<file path="src/rtl/iic_pkg.sv">
// ---------------------------------------------------------------------------
// iic_pkg
// Shared definitions for the I2C register-initialisation slice.
//   - One-hot state encoding of the init sequencer FSM.
//   - Configuration-table entry layout {reg_addr[15:0], wr_data[7:0]}.
//   - Command constants shared with the I2C register controller.
//   - Small helpers to split a table entry and size the delay counter.
// ---------------------------------------------------------------------------
package iic_pkg;

    // One-hot so every state decode is a single flop bit.
    typedef enum logic [7:0] {
        ST_IDLE      = 8'b0000_0001,
        ST_PWR_WAIT  = 8'b0000_0010,
        ST_FETCH     = 8'b0000_0100,
        ST_REQ       = 8'b0000_1000,
        ST_WAIT_DONE = 8'b0001_0000,
        ST_GAP       = 8'b0010_0000,
        ST_DONE      = 8'b0100_0000,
        ST_ERR       = 8'b1000_0000
    } state_e;

    // Table entry layout.
    localparam int ADDR_W         = 16;
    localparam int DATA_W         = 8;
    localparam int ENTRY_W        = ADDR_W + DATA_W;
    localparam int IDX_W          = 8;
    localparam int ENTRY_ADDR_LSB = DATA_W;
    localparam int ENTRY_ADDR_MSB = ENTRY_W - 1;
    localparam int ENTRY_DATA_MSB = DATA_W - 1;

    // Controller command constants: R/W bit of the device address byte and
    // the register-address width selector.
    localparam logic CMD_WRITE    = 1'b0;
    localparam logic CMD_READ     = 1'b1;
    localparam logic ADDR_MODE_8  = 1'b0;
    localparam logic ADDR_MODE_16 = 1'b1;

    // Register address of an entry; in 8-bit mode only the low address byte
    // is meaningful, so the upper byte is forced to zero.
    function automatic logic [ADDR_W-1:0] entry_addr(input logic [ENTRY_W-1:0] entry,
                                                     input logic               mode16);
        logic [ADDR_W-1:0] full;
        full = entry[ENTRY_ADDR_MSB:ENTRY_ADDR_LSB];
        if (mode16 == ADDR_MODE_16) begin
            return full;
        end
        return {{(ADDR_W-8){1'b0}}, full[7:0]};
    endfunction

    function automatic logic [DATA_W-1:0] entry_data(input logic [ENTRY_W-1:0] entry);
        return entry[ENTRY_DATA_MSB:0];
    endfunction

    // Width able to hold max(a, b); never narrower than one bit.
    function automatic int cnt_width(input int a, input int b);
        int m;
        m = (a > b) ? a : b;
        if (m < 1) begin
            return 1;
        end
        return $clog2(m + 1);
    endfunction

endpackage

</file>
<file path="src/rtl/iic_dly_cnt.sv">
// ---------------------------------------------------------------------------
// iic_dly_cnt
// Loadable saturating down-counter used for both the power-up wait and the
// inter-write gap.  A load takes priority over counting; once the count
// reaches zero it stays there, so it never wraps.
// Ports:
//   clk         system clock
//   rst_n       synchronous active-low reset (count <= RST_VAL)
//   load_i      load load_val_i this clock
//   load_val_i  value to load
//   en_i        decrement this clock (ignored while loading or at zero)
//   expired_o   count is zero
// ---------------------------------------------------------------------------
module iic_dly_cnt
    import iic_pkg::*;
#(
    parameter int           W       = 4,
    parameter logic [W-1:0] RST_VAL = '0
) (
    input  logic         clk,
    input  logic         rst_n,
    input  logic         load_i,
    input  logic [W-1:0] load_val_i,
    input  logic         en_i,
    output logic         expired_o
);

    logic [W-1:0] cnt_q;

    always_ff @(posedge clk) begin
        if (!rst_n) begin
            cnt_q <= RST_VAL;
        end else if (load_i) begin
            cnt_q <= load_val_i;
        end else if (en_i && (cnt_q != '0)) begin
            cnt_q <= cnt_q - W'(1);
        end
    end

    assign expired_o = (cnt_q == '0);

endmodule

</file>
<file path="src/rtl/iic_init_seq.sv">
// ---------------------------------------------------------------------------
// iic_init_seq
// Walks a configuration table of {reg_addr, wr_data} entries after reset (or
// on start) and issues one write request per entry to the I2C register
// controller, waiting for each to finish.  Ends in DONE (all written) or
// ERR (a write was NACKed).
// Optional feature macro: IIC_INIT_RETRY_EN -- when defined, a NACKed entry
// is re-attempted up to RETRY_MAX times before the sequence aborts.
// Ports:
//   clk        system clock
//   rst_n      synchronous active-low reset
//   start      one-cycle pulse, restarts the sequence (honoured in DONE/ERR)
//   tbl_idx    table read index to the synchronous ROM
//   tbl_data   ROM word {reg_addr, wr_data}, valid one clock after tbl_idx
//   w_req      one-cycle write request
//   device_id  constant 8-bit write address
//   reg_addr   register address of the current entry
//   addr_mode  constant: 1 = 16-bit register address, 0 = 8-bit
//   wr_data    data byte of the current entry
//   wr_done    one-cycle completion pulse from the controller
//   ack        1 = the write was NACKed (valid with wr_done)
//   busy       sequence in progress
//   init_done  all entries written without error
//   init_err   sequence aborted on a NACK
//   err_idx    index of the failing entry
// ---------------------------------------------------------------------------
module iic_init_seq
    import iic_pkg::*;
#(
    parameter int         NUM_REGS  = 16,
    parameter logic [7:0] DEVICE_ID = 8'h78,
    parameter logic       ADDR_MODE = 1'b1,
    parameter int         PWR_DLY   = 1000,
    parameter int         GAP_DLY   = 16,
    parameter int         RETRY_MAX = 3
) (
    input  logic               clk,
    input  logic               rst_n,
    input  logic               start,
    output logic [IDX_W-1:0]   tbl_idx,
    input  logic [ENTRY_W-1:0] tbl_data,
    output logic               w_req,
    output logic [7:0]         device_id,
    output logic [ADDR_W-1:0]  reg_addr,
    output logic               addr_mode,
    output logic [DATA_W-1:0]  wr_data,
    input  logic               wr_done,
    input  logic               ack,
    output logic               busy,
    output logic               init_done,
    output logic               init_err,
    output logic [IDX_W-1:0]   err_idx
);

    localparam int CNT_W = cnt_width(PWR_DLY, GAP_DLY);

    // A wait state occupies exactly N clocks: it is entered with N-1 loaded
    // and leaves on the clock that finds the counter at zero.
    localparam logic [CNT_W-1:0] PWR_LOAD = CNT_W'((PWR_DLY > 0) ? PWR_DLY - 1 : 0);
    localparam logic [CNT_W-1:0] GAP_LOAD = CNT_W'((GAP_DLY > 0) ? GAP_DLY - 1 : 0);
    localparam logic [IDX_W-1:0] LAST_IDX = IDX_W'(NUM_REGS - 1);

    state_e              state_q;
    logic                fetch_2nd_q;
    logic [IDX_W-1:0]    tbl_idx_q;
    logic                w_req_q;
    logic [ADDR_W-1:0]   reg_addr_q;
    logic [DATA_W-1:0]   wr_data_q;
    logic                busy_q;
    logic                init_done_q;
    logic                init_err_q;
    logic [IDX_W-1:0]    err_idx_q;

`ifdef IIC_INIT_RETRY_EN
    localparam int RETRY_W = (RETRY_MAX < 1) ? 1 : $clog2(RETRY_MAX + 1);
    localparam logic [RETRY_W-1:0] RETRY_LIMIT = RETRY_W'(RETRY_MAX);

    logic [RETRY_W-1:0]  retry_q;
    logic                retry_pend_q;
`endif

    logic                cnt_load;
    logic [CNT_W-1:0]    cnt_load_val;
    logic                cnt_en;
    logic                cnt_expired;

    // The counter is loaded on the clock that enters a wait state, so it is
    // already primed when the wait starts; the reset value primes the
    // power-up wait that follows reset release.
    always_comb begin
        cnt_load     = 1'b0;
        cnt_load_val = PWR_LOAD;
        if ((state_q == ST_WAIT_DONE) && wr_done) begin
            cnt_load     = 1'b1;
            cnt_load_val = GAP_LOAD;
        end else if (((state_q == ST_DONE) || (state_q == ST_ERR) || (state_q == ST_IDLE)) && start) begin
            cnt_load     = 1'b1;
            cnt_load_val = PWR_LOAD;
        end
        cnt_en = (state_q == ST_PWR_WAIT) || (state_q == ST_GAP);
    end

    iic_dly_cnt #(
        .W       (CNT_W),
        .RST_VAL (PWR_LOAD)
    ) u_dly_cnt (
        .clk        (clk),
        .rst_n      (rst_n),
        .load_i     (cnt_load),
        .load_val_i (cnt_load_val),
        .en_i       (cnt_en),
        .expired_o  (cnt_expired)
    );

    // Sequencer FSM.  Every output is a flop updated on the transition into
    // the state that owns it, so outputs change exactly with the state.
    always_ff @(posedge clk) begin
        if (!rst_n) begin
            state_q     <= ST_PWR_WAIT;
            fetch_2nd_q <= 1'b0;
            tbl_idx_q   <= '0;
            w_req_q     <= 1'b0;
            reg_addr_q  <= '0;
            wr_data_q   <= '0;
            busy_q      <= 1'b0;
            init_done_q <= 1'b0;
            init_err_q  <= 1'b0;
            err_idx_q   <= '0;
`ifdef IIC_INIT_RETRY_EN
            retry_q      <= '0;
            retry_pend_q <= 1'b0;
`endif
        end else begin
            w_req_q <= 1'b0;
            unique case (state_q)
                ST_PWR_WAIT: begin
                    busy_q      <= 1'b1;
                    init_done_q <= 1'b0;
                    init_err_q  <= 1'b0;
                    tbl_idx_q   <= '0;
                    if (cnt_expired) begin
                        state_q <= ST_FETCH;
                    end
                end

                // First clock lets the ROM present the word for tbl_idx;
                // second clock captures it and raises the request.
                ST_FETCH: begin
                    if (!fetch_2nd_q) begin
                        fetch_2nd_q <= 1'b1;
                    end else begin
                        fetch_2nd_q <= 1'b0;
                        reg_addr_q  <= entry_addr(tbl_data, ADDR_MODE);
                        wr_data_q   <= entry_data(tbl_data);
                        w_req_q     <= 1'b1;
                        state_q     <= ST_REQ;
                    end
                end

                ST_REQ: begin
                    state_q <= ST_WAIT_DONE;
                end

                ST_WAIT_DONE: begin
                    if (wr_done) begin
                        if (!ack) begin
                            state_q <= ST_GAP;
                        end else begin
`ifdef IIC_INIT_RETRY_EN
                            if (retry_q < RETRY_LIMIT) begin
                                retry_q      <= retry_q + RETRY_W'(1);
                                retry_pend_q <= 1'b1;
                                state_q      <= ST_GAP;
                            end else begin
                                err_idx_q  <= tbl_idx_q;
                                init_err_q <= 1'b1;
                                busy_q     <= 1'b0;
                                state_q    <= ST_ERR;
                            end
`else
                            err_idx_q  <= tbl_idx_q;
                            init_err_q <= 1'b1;
                            busy_q     <= 1'b0;
                            state_q    <= ST_ERR;
`endif
                        end
                    end
                end

                // A pending retry re-fetches the same index; otherwise the
                // sequence advances or finishes.
                ST_GAP: begin
                    if (cnt_expired) begin
`ifdef IIC_INIT_RETRY_EN
                        if (retry_pend_q) begin
                            retry_pend_q <= 1'b0;
                            state_q      <= ST_FETCH;
                        end else
`endif
                        if (tbl_idx_q == LAST_IDX) begin
                            init_done_q <= 1'b1;
                            busy_q      <= 1'b0;
                            state_q     <= ST_DONE;
                        end else begin
                            tbl_idx_q <= tbl_idx_q + IDX_W'(1);
                            state_q   <= ST_FETCH;
`ifdef IIC_INIT_RETRY_EN
                            retry_q   <= '0;
`endif
                        end
                    end
                end

                // Terminal states; only here can start relaunch the sequence,
                // so a bus transaction is never abandoned.
                ST_DONE, ST_ERR, ST_IDLE: begin
                    if (start) begin
                        busy_q      <= 1'b1;
                        init_done_q <= 1'b0;
                        init_err_q  <= 1'b0;
                        tbl_idx_q   <= '0;
                        state_q     <= ST_PWR_WAIT;
`ifdef IIC_INIT_RETRY_EN
                        retry_q      <= '0;
                        retry_pend_q <= 1'b0;
`endif
                    end
                end

                // Illegal encodings park in IDLE, which waits for start.
                default: begin
                    fetch_2nd_q <= 1'b0;
                    busy_q      <= 1'b0;
                    state_q     <= ST_IDLE;
                end
            endcase
        end
    end

    assign tbl_idx   = tbl_idx_q;
    assign w_req     = w_req_q;
    assign device_id = {DEVICE_ID[7:1], CMD_WRITE};
    assign reg_addr  = reg_addr_q;
    assign addr_mode = ADDR_MODE;
    assign wr_data   = wr_data_q;
    assign busy      = busy_q;
    assign init_done = init_done_q;
    assign init_err  = init_err_q;
    assign err_idx   = err_idx_q;

endmodule

</file>
<file path="config.mk">
export PLATFORM = sky130hd
export DESIGN_NAME = iic_init_seq
export DESIGN_NICKNAME = d
export VERILOG_FILES = /design/src/rtl/iic_pkg.sv /design/src/rtl/iic_dly_cnt.sv /design/src/rtl/iic_init_seq.sv
export SDC_FILE = /design/constraint.sdc
export NUM_CORES = 1
export LEC_CHECK = 0
export BUFFER_PORTS_ARGS = -buffer_cell sky130_fd_sc_hd__buf_2
export CORE_MARGIN = 8
export CORE_UTILIZATION = 30
export DETAILED_ROUTE_END_ITERATION = 12
export GPL_TIMING_DRIVEN = 0
export PLACE_DENSITY = 0.56
export SLEW_MARGIN = 20
export SYNTH_ARGS = -nofsm -noshare
export SYNTH_HDL_FRONTEND = slang
export SYNTH_HIERARCHICAL = 1
export SYNTH_SLANG_ARGS = --single-unit
</file>
<file path="constraint.sdc">
create_clock -name clk -period 2.8 [get_ports clk]
set_clock_uncertainty 0.05 [all_clocks]
set_input_delay 0.56 -clock clk [delete_from_list [all_inputs] [get_ports clk]]
set_output_delay 0.56 -clock clk [all_outputs]
set_load 0.02 [all_outputs]
</file>
==> impl_metrics.env <==
export IMPL_status="finished clean"
export IMPL_rsz0062_at_grt="no"
export IMPL_wl_met3_um=553
export IMPL_place_inst=563
export IMPL_grt_pass1_wl_mm=13.2
export IMPL_first_pass_iters=5
export IMPL_cts_buffers=9
export IMPL_cp_max_fo=8
export IMPL_yosysTopAreaCell="dfxtp_1"
export IMPL_r2r_cells=8
export IMPL_yosysMostFrequentCell="dfxtp_1"
export IMPL_path_clk_slew_ns=0.08
export IMPL_yosys_cell_types_count=64
export IMPL_synth_edf_count=0
export IMPL_cp_start_kind="flip-flop"
export IMPL_via_count=2838
export IMPL_fillCellCount=1068
export IMPL_clockBufferDepth=2
export IMPL_first_global_vias=2743
export IMPL_route_detailed_drc=0
export IMPL_wl_met2_mm=3.88
export IMPL_hold_buffers=0
export IMPL_port_buffer_count=72
export IMPL_routed_wl_mm=8.11
export IMPL_drive_gt1_share_pct=30.3
export IMPL_placed_area_um2=3630
export IMPL_root_buffer="clkbuf_8"
export IMPL_ff_latch_area_um2=1260
export IMPL_wire_per_inst_um=13.9
export IMPL_ant_nets=0
export IMPL_synth_seq_area_share_pct=41.2
export IMPL_yosysWarnings=6
export IMPL_slew_headroom_pct=59.6
export IMPL_async_flop_share_pct=0
export IMPL_critPathKind="flip-flop to flip-flop"
export IMPL_hold_ws_ns=0.389
export IMPL_syn_area_um2=3060
export IMPL_die_area_um2=13700
export IMPL_multi_input_area_um2=1710
export IMPL_ios=82
export IMPL_yosys_top_cells_count="dfxtp_1, nor2_1, mux2i_1, nand2_1"
export IMPL_worst_pin_slew_ns=0.606
export IMPL_ys_top_cells_by_area="dfxtp_1, mux2i_1, nor2_1"
export IMPL_overflow=0
export IMPL_area_growth_pct=30.6
export IMPL_num_nets_final=475
export IMPL_hold_viol_final=0
export IMPL_synth_cells=344
export IMPL_ys_flop_type="dfxtp_1"
export IMPL_start_util_pct=30.3
export IMPL_grt_use_total_pct=12.1
export IMPL_ys_seq_elements=63
export IMPL_diodes=0
export IMPL_utilization_pct=39.6
export IMPL_rows=37
export IMPL_die_y_um=117
export IMPL_via_per_inst=4.85
export IMPL_p_leak_nw=1.93
export IMPL_hold_depth=3
export IMPL_vdd_ir_drop_worst_mv=0.337
export IMPL_wl_met1_mm=3.54
export IMPL_antenna_found_initial=0
export IMPL_worstSetupEndpointType="flip-flop"
export IMPL_drt_iter0_drc=146
export IMPL_cap_violations=0
export IMPL_highest_layer="met4"
export IMPL_die_x_um=117
export IMPL_h_tree_depth=3
export IMPL_cp_required_ns=3.01
export IMPL_syn_avg_cell_area_um2=8.89
export IMPL_hold_class="primary input to flip-flop"
export IMPL_critPathArrivalTime_ns=2.89
export IMPL_powerDensity_nw_per_um2=691
export IMPL_max_freq_ghz=0.374
export IMPL_clk_insertion_delay_late_ns=0.35
export IMPL_slew_viol_final=0
export IMPL_fin_cells=585
export IMPL_cts_tree="yes"
export IMPL_gp_congestion=0.802
export IMPL_synth_top_area_share_pct=41.2
export IMPL_final_cell_area_um2=3990
export IMPL_period_needed_ns=2.68
export IMPL_cts_sinks=63
export IMPL_grt_max_degree=13
export IMPL_setup_viol=0
export IMPL_dp_hpwl_mm=5.89
export IMPL_fin_crit_sh_pct=95.6
export IMPL_fp_coreArea_um2=10100
-- sequential cells by signal (all words and copies together) (netlist names), 8 cells and up --
name / cells
reg_addr: 16
wr_data: 8
u_dly_cnt/cnt_q: 10
state_q: 8
tbl_idx: 8
err_idx: 8
-- through the flow --
stage               TNS, ns  setup WS (ns)  total power [mW]
floorplan                 0         0.0154              1.56
global placement      -2.08         -0.381              1.72
detailed placement    -2.79         -0.415              1.73
CTS                       0         0.0185              2.75
global route              0        0.00214              2.92
finish                    0          0.123              2.76
-- cell usage in the layout (no fill, tap or decap), types with 10 or more instances in the layout --
cell type  instances
clkbuf_1          10
o21ai_0           17
buf_4             15
dfxtp_1           63
buf_2             79
conb_1            13
nand2_1           21
nor2_1            52
a21oi_1           17
mux2i_1           32
-- cell type report --
class | count | area share [%]
buffer | 29 | 4.35
clock buffer | 9 | 3.10
clock inverter | 7 | 2.98
inverter | 7 | 0.658
multi-input combinational | 256 | 42.9
sequential | 63 | 31.6
tap | 136 | 4.26
timing repair buffer | 78 | 10.2
-- layer usage --
layer  vias up  track usage (%)
li1       1429                -
met1      1323             14.0
met2        75             19.9
met4         0             5.55
met5         -                0
met3        11             4.16
-- worst max-delay path, cell delays in order (launching register included) --
cell      delay [ns]
dfxtp_1         0.30
buf_2           0.17
nor4b_4         0.35
nand2_2         0.14
nand2_4         0.14
or3b_4          0.42
or3_4           0.37
or4_1           0.42
o311ai_2        0.22
-- logic make-up after synthesis --
kind of cell / Yosys count / share of synthesized area (%)
compound gates: 71 / 16.1
simple gates: 134 / 23.4
xor+xnor: 4 / 1.15
buf+inv: 36 / 6.51
other cells: 2 / 0.246
flops: 63 / 41.2
fa+ha+maj: 2 / 0.818
mux: 32 / 10.5
-- power by group --
part | switching (mW) | internal, mW | leakage [nW]
sequential | 0.0468 | 0.952 | 0.509
clock | 0.380 | 0.592 | 0.116
combinational | 0.447 | 0.340 | 1.31
total | 0.874 | 1.88 | 1.93
-- path summary, 6_finish.rpt --
kind | to | slack (ns) | startpoint
setup / recovery | u_dly_cnt/cnt_q[7] | 0.12 | state_q[3]
hold / removal | wr_data[0] | 0.39 | tbl_data[0]
setup reg to reg | u_dly_cnt/cnt_q[7] | 0.12 | state_q[3]
hold reg to reg | init_err | 0.42 | init_err
-- what timing repair did --
action,in CTS,in global routing
setup buffers,2,4
gates resized for setup,9,6
cloned,0,0
pin swaps,2,2
setup endpoints to repair,12,2
Note: power is estimated with default switching activity, not from simulation.
